File: src/rtl/iq_stream_pkg.sv
// ---------------------------------------------------------------------------
// iq_stream_pkg
// Shared definitions for the IQ burst unpacker: default stream geometry and
// the burst-framing state encoding used by iq_burst_unpacker.
// ---------------------------------------------------------------------------
package iq_stream_pkg;

    localparam int RW    = 20;  // width of one signed I or Q word
    localparam int NCHAN = 4;   // channels per burst (burst = 2*NCHAN words)
    localparam int FCW   = 16;  // frame counter width

    // SYNC waits out any burst already in flight when reset is released,
    // so a partial burst is never mistaken for a fresh one.
    typedef enum logic [1:0] {
        ST_SYNC     = 2'd0,
        ST_IDLE     = 2'd1,
        ST_CAPTURE  = 2'd2,
        ST_OVERLONG = 2'd3
    } unpack_state_t;

endpackage

File: src/rtl/iq_shadow_bank.sv
// ---------------------------------------------------------------------------
// iq_shadow_bank
// Register file holding one burst as it arrives, plus the committed frame.
// The whole shadow is copied to 'flat' on a single edge, so the committed
// frame is never seen half old, half new.
//   clk, reset_n : clock, asynchronous active-low reset
//   wr_en        : write wr_data into shadow entry wr_idx
//   wr_idx       : shadow entry index
//   wr_data      : stream word
//   copy_en      : copy every shadow entry to flat on this edge
//   flat         : committed frame, entry k at bits [k*rw +: rw]
// ---------------------------------------------------------------------------
module iq_shadow_bank #(
    parameter int rw    = 20,
    parameter int depth = 8,
    parameter int aw    = 3
) (
    input  logic                  clk,
    input  logic                  reset_n,
    input  logic                  wr_en,
    input  logic [aw-1:0]         wr_idx,
    input  logic [rw-1:0]         wr_data,
    input  logic                  copy_en,
    output logic [depth*rw-1:0]   flat
);

    logic [rw-1:0] shadow_r [depth];

    // Indexed capture of incoming words into the shadow entries
    always_ff @(posedge clk or negedge reset_n) begin
        if (!reset_n) begin
            for (int k = 0; k < depth; k++) begin
                shadow_r[k] <= '0;
            end
        end else if (wr_en) begin
            shadow_r[wr_idx] <= wr_data;
        end
    end

    // Atomic transfer of the complete shadow into the committed frame
    always_ff @(posedge clk or negedge reset_n) begin
        if (!reset_n) begin
            flat <= '0;
        end else if (copy_en) begin
            for (int k = 0; k < depth; k++) begin
                flat[k*rw +: rw] <= shadow_r[k];
            end
        end
    end

endmodule

File: src/rtl/iq_burst_unpacker.sv
// ---------------------------------------------------------------------------
// iq_burst_unpacker
// Collects strobe-framed bursts of 2*nchan signed IQ words into a flat frame.
// A burst of exactly 2*nchan words is committed on the edge that samples
// strobe_cc low after its last word; wrong-length bursts raise err_len and
// are dropped. Committing over an unacknowledged frame raises err_overrun.
//   clk, reset_n : clock, asynchronous active-low reset
//   result_iq    : stream word (I0,Q0,I1,Q1,...) valid while strobe_cc high
//   strobe_cc    : burst framing
//   freeze       : suppress the commit of a burst ending on this edge
//   frame_ack    : consumer has taken the current frame
//   clr_err      : clear sticky error flags
//   iq_flat      : committed frame, word k at bits [k*rw +: rw]
//   frame_valid  : committed frame not yet acknowledged
//   frame_cnt    : committed frame count (wrapping)
//   err_len      : sticky wrong-burst-length flag
//   err_overrun  : sticky overwrite-of-unacknowledged-frame flag
// ---------------------------------------------------------------------------
module iq_burst_unpacker
    import iq_stream_pkg::*;
#(
    parameter int rw    = RW,
    parameter int nchan = NCHAN,
    parameter int fcw   = FCW
) (
    input  logic                    clk,
    input  logic                    reset_n,
    input  logic [rw-1:0]           result_iq,
    input  logic                    strobe_cc,
    input  logic                    freeze,
    input  logic                    frame_ack,
    input  logic                    clr_err,
    output logic [2*nchan*rw-1:0]   iq_flat,
    output logic                    frame_valid,
    output logic [fcw-1:0]          frame_cnt,
    output logic                    err_len,
    output logic                    err_overrun
);

    localparam int blen = 2 * nchan;
    localparam int iw   = $clog2(blen + 1);   // index must reach blen itself
    localparam int aw   = $clog2(blen);
    localparam logic [iw-1:0] idx_full = iw'(blen);

    unpack_state_t  state_r, state_nxt_s;
    logic [iw-1:0]  idx_r, idx_nxt_s;
    logic           wr_en_s;
    logic [aw-1:0]  wr_idx_s;
    logic           burst_done_s;
    logic           len_evt_s;
    logic           commit_s;
    logic           overrun_evt_s;

    // Burst framing: next state, shadow write control and burst events
    always_comb begin
        state_nxt_s  = state_r;
        idx_nxt_s    = idx_r;
        wr_en_s      = 1'b0;
        wr_idx_s     = idx_r[aw-1:0];
        burst_done_s = 1'b0;
        len_evt_s    = 1'b0;
        case (state_r)
            ST_SYNC: begin
                if (!strobe_cc) begin
                    state_nxt_s = ST_IDLE;
                end else begin
                    state_nxt_s = ST_SYNC;
                end
                idx_nxt_s = '0;
            end
            ST_IDLE: begin
                if (strobe_cc) begin
                    state_nxt_s = ST_CAPTURE;
                    wr_en_s     = 1'b1;
                    wr_idx_s    = '0;
                    idx_nxt_s   = iw'(1);
                end else begin
                    idx_nxt_s   = '0;
                end
            end
            ST_CAPTURE: begin
                if (strobe_cc) begin
                    if (idx_r < idx_full) begin
                        wr_en_s   = 1'b1;
                        idx_nxt_s = idx_r + iw'(1);
                    end else begin
                        // word L+1: the burst is too long, drop the rest
                        state_nxt_s = ST_OVERLONG;
                        len_evt_s   = 1'b1;
                    end
                end else begin
                    state_nxt_s = ST_IDLE;
                    idx_nxt_s   = '0;
                    if (idx_r == idx_full) begin
                        burst_done_s = 1'b1;
                    end else begin
                        len_evt_s    = 1'b1;
                    end
                end
            end
            ST_OVERLONG: begin
                if (!strobe_cc) begin
                    state_nxt_s = ST_IDLE;
                    idx_nxt_s   = '0;
                end else begin
                    state_nxt_s = ST_OVERLONG;
                end
            end
            default: begin
                state_nxt_s = ST_SYNC;
                idx_nxt_s   = '0;
            end
        endcase
    end

    // Commit qualification; an ack on the commit edge hands the old frame
    // over in time, so it is not an overrun.
    always_comb begin
        commit_s      = burst_done_s & ~freeze;
        overrun_evt_s = commit_s & frame_valid & ~frame_ack;
    end

    // State and word index registers
    always_ff @(posedge clk or negedge reset_n) begin
        if (!reset_n) begin
            state_r <= ST_SYNC;
            idx_r   <= '0;
        end else begin
            state_r <= state_nxt_s;
            idx_r   <= idx_nxt_s;
        end
    end

    // Frame handshake and frame counter
    always_ff @(posedge clk or negedge reset_n) begin
        if (!reset_n) begin
            frame_valid <= 1'b0;
            frame_cnt   <= '0;
        end else if (commit_s) begin
            frame_valid <= 1'b1;
            frame_cnt   <= frame_cnt + fcw'(1);
        end else if (frame_ack) begin
            frame_valid <= 1'b0;
        end
    end

    // Sticky error flags; a new event beats a simultaneous clear
    always_ff @(posedge clk or negedge reset_n) begin
        if (!reset_n) begin
            err_len     <= 1'b0;
            err_overrun <= 1'b0;
        end else begin
            if (len_evt_s) begin
                err_len <= 1'b1;
            end else if (clr_err) begin
                err_len <= 1'b0;
            end
            if (overrun_evt_s) begin
                err_overrun <= 1'b1;
            end else if (clr_err) begin
                err_overrun <= 1'b0;
            end
        end
    end

    iq_shadow_bank #(
        .rw    (rw),
        .depth (blen),
        .aw    (aw)
    ) u_shadow_bank (
        .clk     (clk),
        .reset_n (reset_n),
        .wr_en   (wr_en_s),
        .wr_idx  (wr_idx_s),
        .wr_data (result_iq),
        .copy_en (commit_s),
        .flat    (iq_flat)
    );

endmodule

File: config.mk
export PLATFORM = sky130hd
export DESIGN_NAME = iq_burst_unpacker
export DESIGN_NICKNAME = d
export VERILOG_FILES = /design/src/rtl/iq_stream_pkg.sv /design/src/rtl/iq_shadow_bank.sv /design/src/rtl/iq_burst_unpacker.sv
export SDC_FILE = /design/constraint.sdc
export NUM_CORES = 1
export LEC_CHECK = 0
export BUFFER_PORTS_ARGS = -buffer_cell sky130_fd_sc_hd__buf_2
export CAP_MARGIN = 15
export CORE_MARGIN = 1.5
export CORE_UTILIZATION = 40
export CTS_BUF_LIST = sky130_fd_sc_hd__clkbuf_16
export CTS_CLUSTER_SIZE = 8
export DETAILED_ROUTE_END_ITERATION = 10
export PLACE_DENSITY = 0.62
export SYNTH_ARGS = -nofsm -noshare
export SYNTH_HDL_FRONTEND = slang
export SYNTH_SLANG_ARGS = --single-unit
export TNS_END_PERCENT = 1
File: constraint.sdc
create_clock -name clk -period 2.02 [get_ports clk]
set_clock_uncertainty 0.2 [all_clocks]
set_input_delay 0.202 -clock clk [delete_from_list [all_inputs] [get_ports clk]]
set_output_delay 0.202 -clock clk [all_outputs]
set_load 0.005 [all_outputs]
==> run metrics <==
Initial Util 40.6%; setup TNS -23.40 ns; row count 66; worst r2r path cells 7; Layout Utilization 53.5%; total number of vias 7855; YS warnings 0; Min-Delay Startpoint freeze; First DRT Iteration DRCs 329; Netlist cell types 39; routability cong. 0.835; DR WL met2 15900 µm; hold path cells 4; CP required 2.25 ns; clock root buffer clkbuf_16; top_reg_cell synth dfrtp_1; M1 WL 14300 µm; maxcap violations 0; final WL 32300 µm; Avg Inst Size Synth 16.1 µm²; Setup CP Type reg2reg; final non-filler cell total 1583; Routed WL per cell 20.4 µm; LEAKAGE 9.25 nW; r2r endpoint u_shadow_bank.shadow_r[129]$_DFFE_PN0P_; Final nets 1171; grt ovf 0; ANT nets after route 0; number of global-route vias before repair 8369; first-pass GRT wire length 49800 µm; max-slew violations 0; # setup viols final 315; Layout area overhead 31.8%; FF-to-FF setup slack -0.19 ns; crit path from state_r[1]$_DFFE_PN0P_; Final period util 109%; crit path capture type register; DRT Pass-1 Iters 4; CTS sink count 345; Post-Place Cells 1489; highest metal used met4; Remaining DRCs 0; Max Fclk 0.453 GHz; Fin. Hold Viols 0; num ports 205; clock slew at reported path FFs 0.05 ns; die span in x 185 µm; pwr/cell area 969 nW/µm²; Seq/Total Area, Yosys 65.4%; HPWL after DPL 20300 µm; Clock Tree Buf Depth 3; final worst slack -0.188 ns; Setup crit start kind register; Worst-Margin Slew 0.336 ns; Arr. time, crit path 2.44 ns; Crit path buffers/inverters 2; antenna cells 0; Die Ht 185 µm; Vias/cell 4.96; WHS Endpoint frame_valid$_DFFE_PN0P_; Yosys top cell area share 65.4%; H-tree Lvls 2; number of synthesized flops with an enable pin 0; FF-to-FF Start state_r[1]$_DFFE_PN0P_; worst skew pair latency 0.55 ns; area of the core 32500 µm²; pre-CTS setup slack -0.201 ns; status complete, but fails checks; CP max stage cell dfrtp_2; top cells by area, synth dfrtp_1 (65%), mux2_2 (27%), buf_2 (1.2%); share of cells above drive strength 1 60.0%; RSZ-0062 raised after global routing true; max_slew headroom 77.6%; antenna violations before repair 1; Crit path max-delay family flip-flops; ys async rst share 100%; overall routing resource usage 19.3%; worst-path fanout max 10; Buffers on Ports 204; TritonCTS clock tree yes; HP Class in2reg; mapped cell area 13200 µm²; Syn Inst Count 819; met3 WL post-DR 1500 µm; Tmin final 2.21 ns; failing checks setup timing; CTS buffer count 49; slowest stage delay, CP 0.44 ns; Net Count, Synth 852; VDD IR-drop max 0.586 mV; largest net degree at the start of global routing 53; Die ar. 34100 µm²; Yosys top cell by area dfrtp_1; CP Cell Sequence ha_4 -> and2b_2 -> o2111ai_4 -> nand3b_1 -> buf_4 -> buf_12 -> mux2_4; Synth Register Bits 345; Design Power 16.9 mW
-- layer usage --
| metal | track usage (%) | up-vias |
|---|---|---|
| met5 | 0 | - |
| met2 | 32.4 | 152 |
| met1 | 25.3 | 4140 |
| li1 | - | 3517 |
| met4 | 4.88 | 0 |
| met3 | 4.31 | 46 |
-- synthesized netlist by cell type, drive strengths merged, types with 2 or more instances --
| cell | n |
|---|---|
| xor2 | 2 |
| nand4 | 7 |
| ha | 7 |
| nand3 | 6 |
| nor2 | 11 |
| and3 | 2 |
| o21ai | 4 |
| buf | 36 |
| clkbuf | 4 |
| or2 | 2 |
| dfrtp | 345 |
| nor3 | 4 |
| nand3b | 2 |
| a21oi | 7 |
| o2111ai | 2 |
| inv | 7 |
| mux2 | 320 |
| nand2 | 18 |
| nand2b | 3 |
| xnor2 | 13 |
| nor4 | 4 |
-- cell type report --
| cell class | instances | area (µm²) |
|---|---|---|
| fill | 2760 | 15100 |
| sequential | 345 | 8630 |
| multi-input combinational | 427 | 4650 |
| timing repair buffer | 308 | 2250 |
| clock buffer | 49 | 1230 |
| tap | 442 | 553 |
| clock inverter | 5 | 71.3 |
| inverter | 7 | 26.3 |
-- placed cells by master (no fill, tap or decap), types with 9 or more instances in the layout --
cell | Yosys | layout
buf_12 | 0 | 24
nand2_1 | 18 | 18
xnor2_1 | 13 | 13
mux2_2 | 314 | 273
buf_4 | 3 | 42
buf_6 | 2 | 9
dlygate4sd3_1 | 0 | 25
buf_2 | 31 | 203
mux2_4 | 6 | 47
dfrtp_1 | 345 | 344
clkbuf_16 | 0 | 50
-- worst reg2reg max path, delay by kind of cell, from the launching register on --
kind	cells	cell delay [ns]
AOI/OAI and AO/OA	1	0.25
adders and majority gates	1	0.18
buffers and inverters	2	0.28
DFF	1	0.44
muxes	1	0.32
and+or+nand+nor	2	0.42
-- flip-flops by register name (all words and copies together), names as in the netlist --
name,count
err_len,1
err_overrun,1
frame_cnt,16
frame_valid,1
idx_r,4
state_r,2
u_shadow_bank.flat,160
u_shadow_bank.shadow_r,160
-- through the flow --
| stage | instance area, µm² | hold slack [ns] |
|---|---|---|
| final | 17400 | 0.0685 |
| after global routing | 17400 | 0.0836 |
| after CTS | 17300 | 0.0341 |
| after detailed placement | 15400 | -0.0801 |
| after global placement | 15400 | -0.0850 |
| after floorplan | 13200 | -0.294 |
-- how the worst max path moves through the flow --
stage / endpoint / slack, ns / cells after the start
after CTS: u_shadow_bank.shadow_r[96]$_DFFE_PN0P_ / -0.14 / 9
after floorplan: u_shadow_bank.shadow_r[120]$_DFFE_PN0P_ / -0.14 / 8
after global placement: u_shadow_bank.shadow_r[127]$_DFFE_PN0P_ / -0.17 / 7
final: u_shadow_bank.shadow_r[129]$_DFFE_PN0P_ / -0.19 / 7
after global routing: u_shadow_bank.shadow_r[87]$_DFFE_PN0P_ / -0.27 / 9
after detailed placement: u_shadow_bank.shadow_r[124]$_DFFE_PN0P_ / -0.20 / 7
-- kinds of logic (layout without fill, tap and decap cells) --
group,after synthesis,count (layout),synth area share (%)
flip-flops,345,345,65.4
multiplexers,320,320,27.5
AND/OR/NAND/NOR,67,67,2.82
buffers and inverters,47,369,1.83
AO/OA/AOI/OAI,18,18,0.843
XOR/XNOR,15,15,0.995
adder cells (fa/ha/maj),7,7,0.663
-- power by group --
group          leakage [nW]  internal [mW]  switching [mW]  total [mW]
Sequential             4.75           7.42           0.276        7.69
Combinational          3.86           1.16           0.951        2.11
Clock                 0.639           4.28            2.79        7.06
-- repair_timing --
item                                    4_1_cts  5_1_grt
cloned                                        2        1
setup buffers                                11        1
pin swaps                                     4        5
endpoints found under the hold margin       489        0
endpoints found under the setup margin      257      323
resized for setup                            53       30
hold buffers                                 26        0
Note: power is estimated with default switching activity, not from simulation.
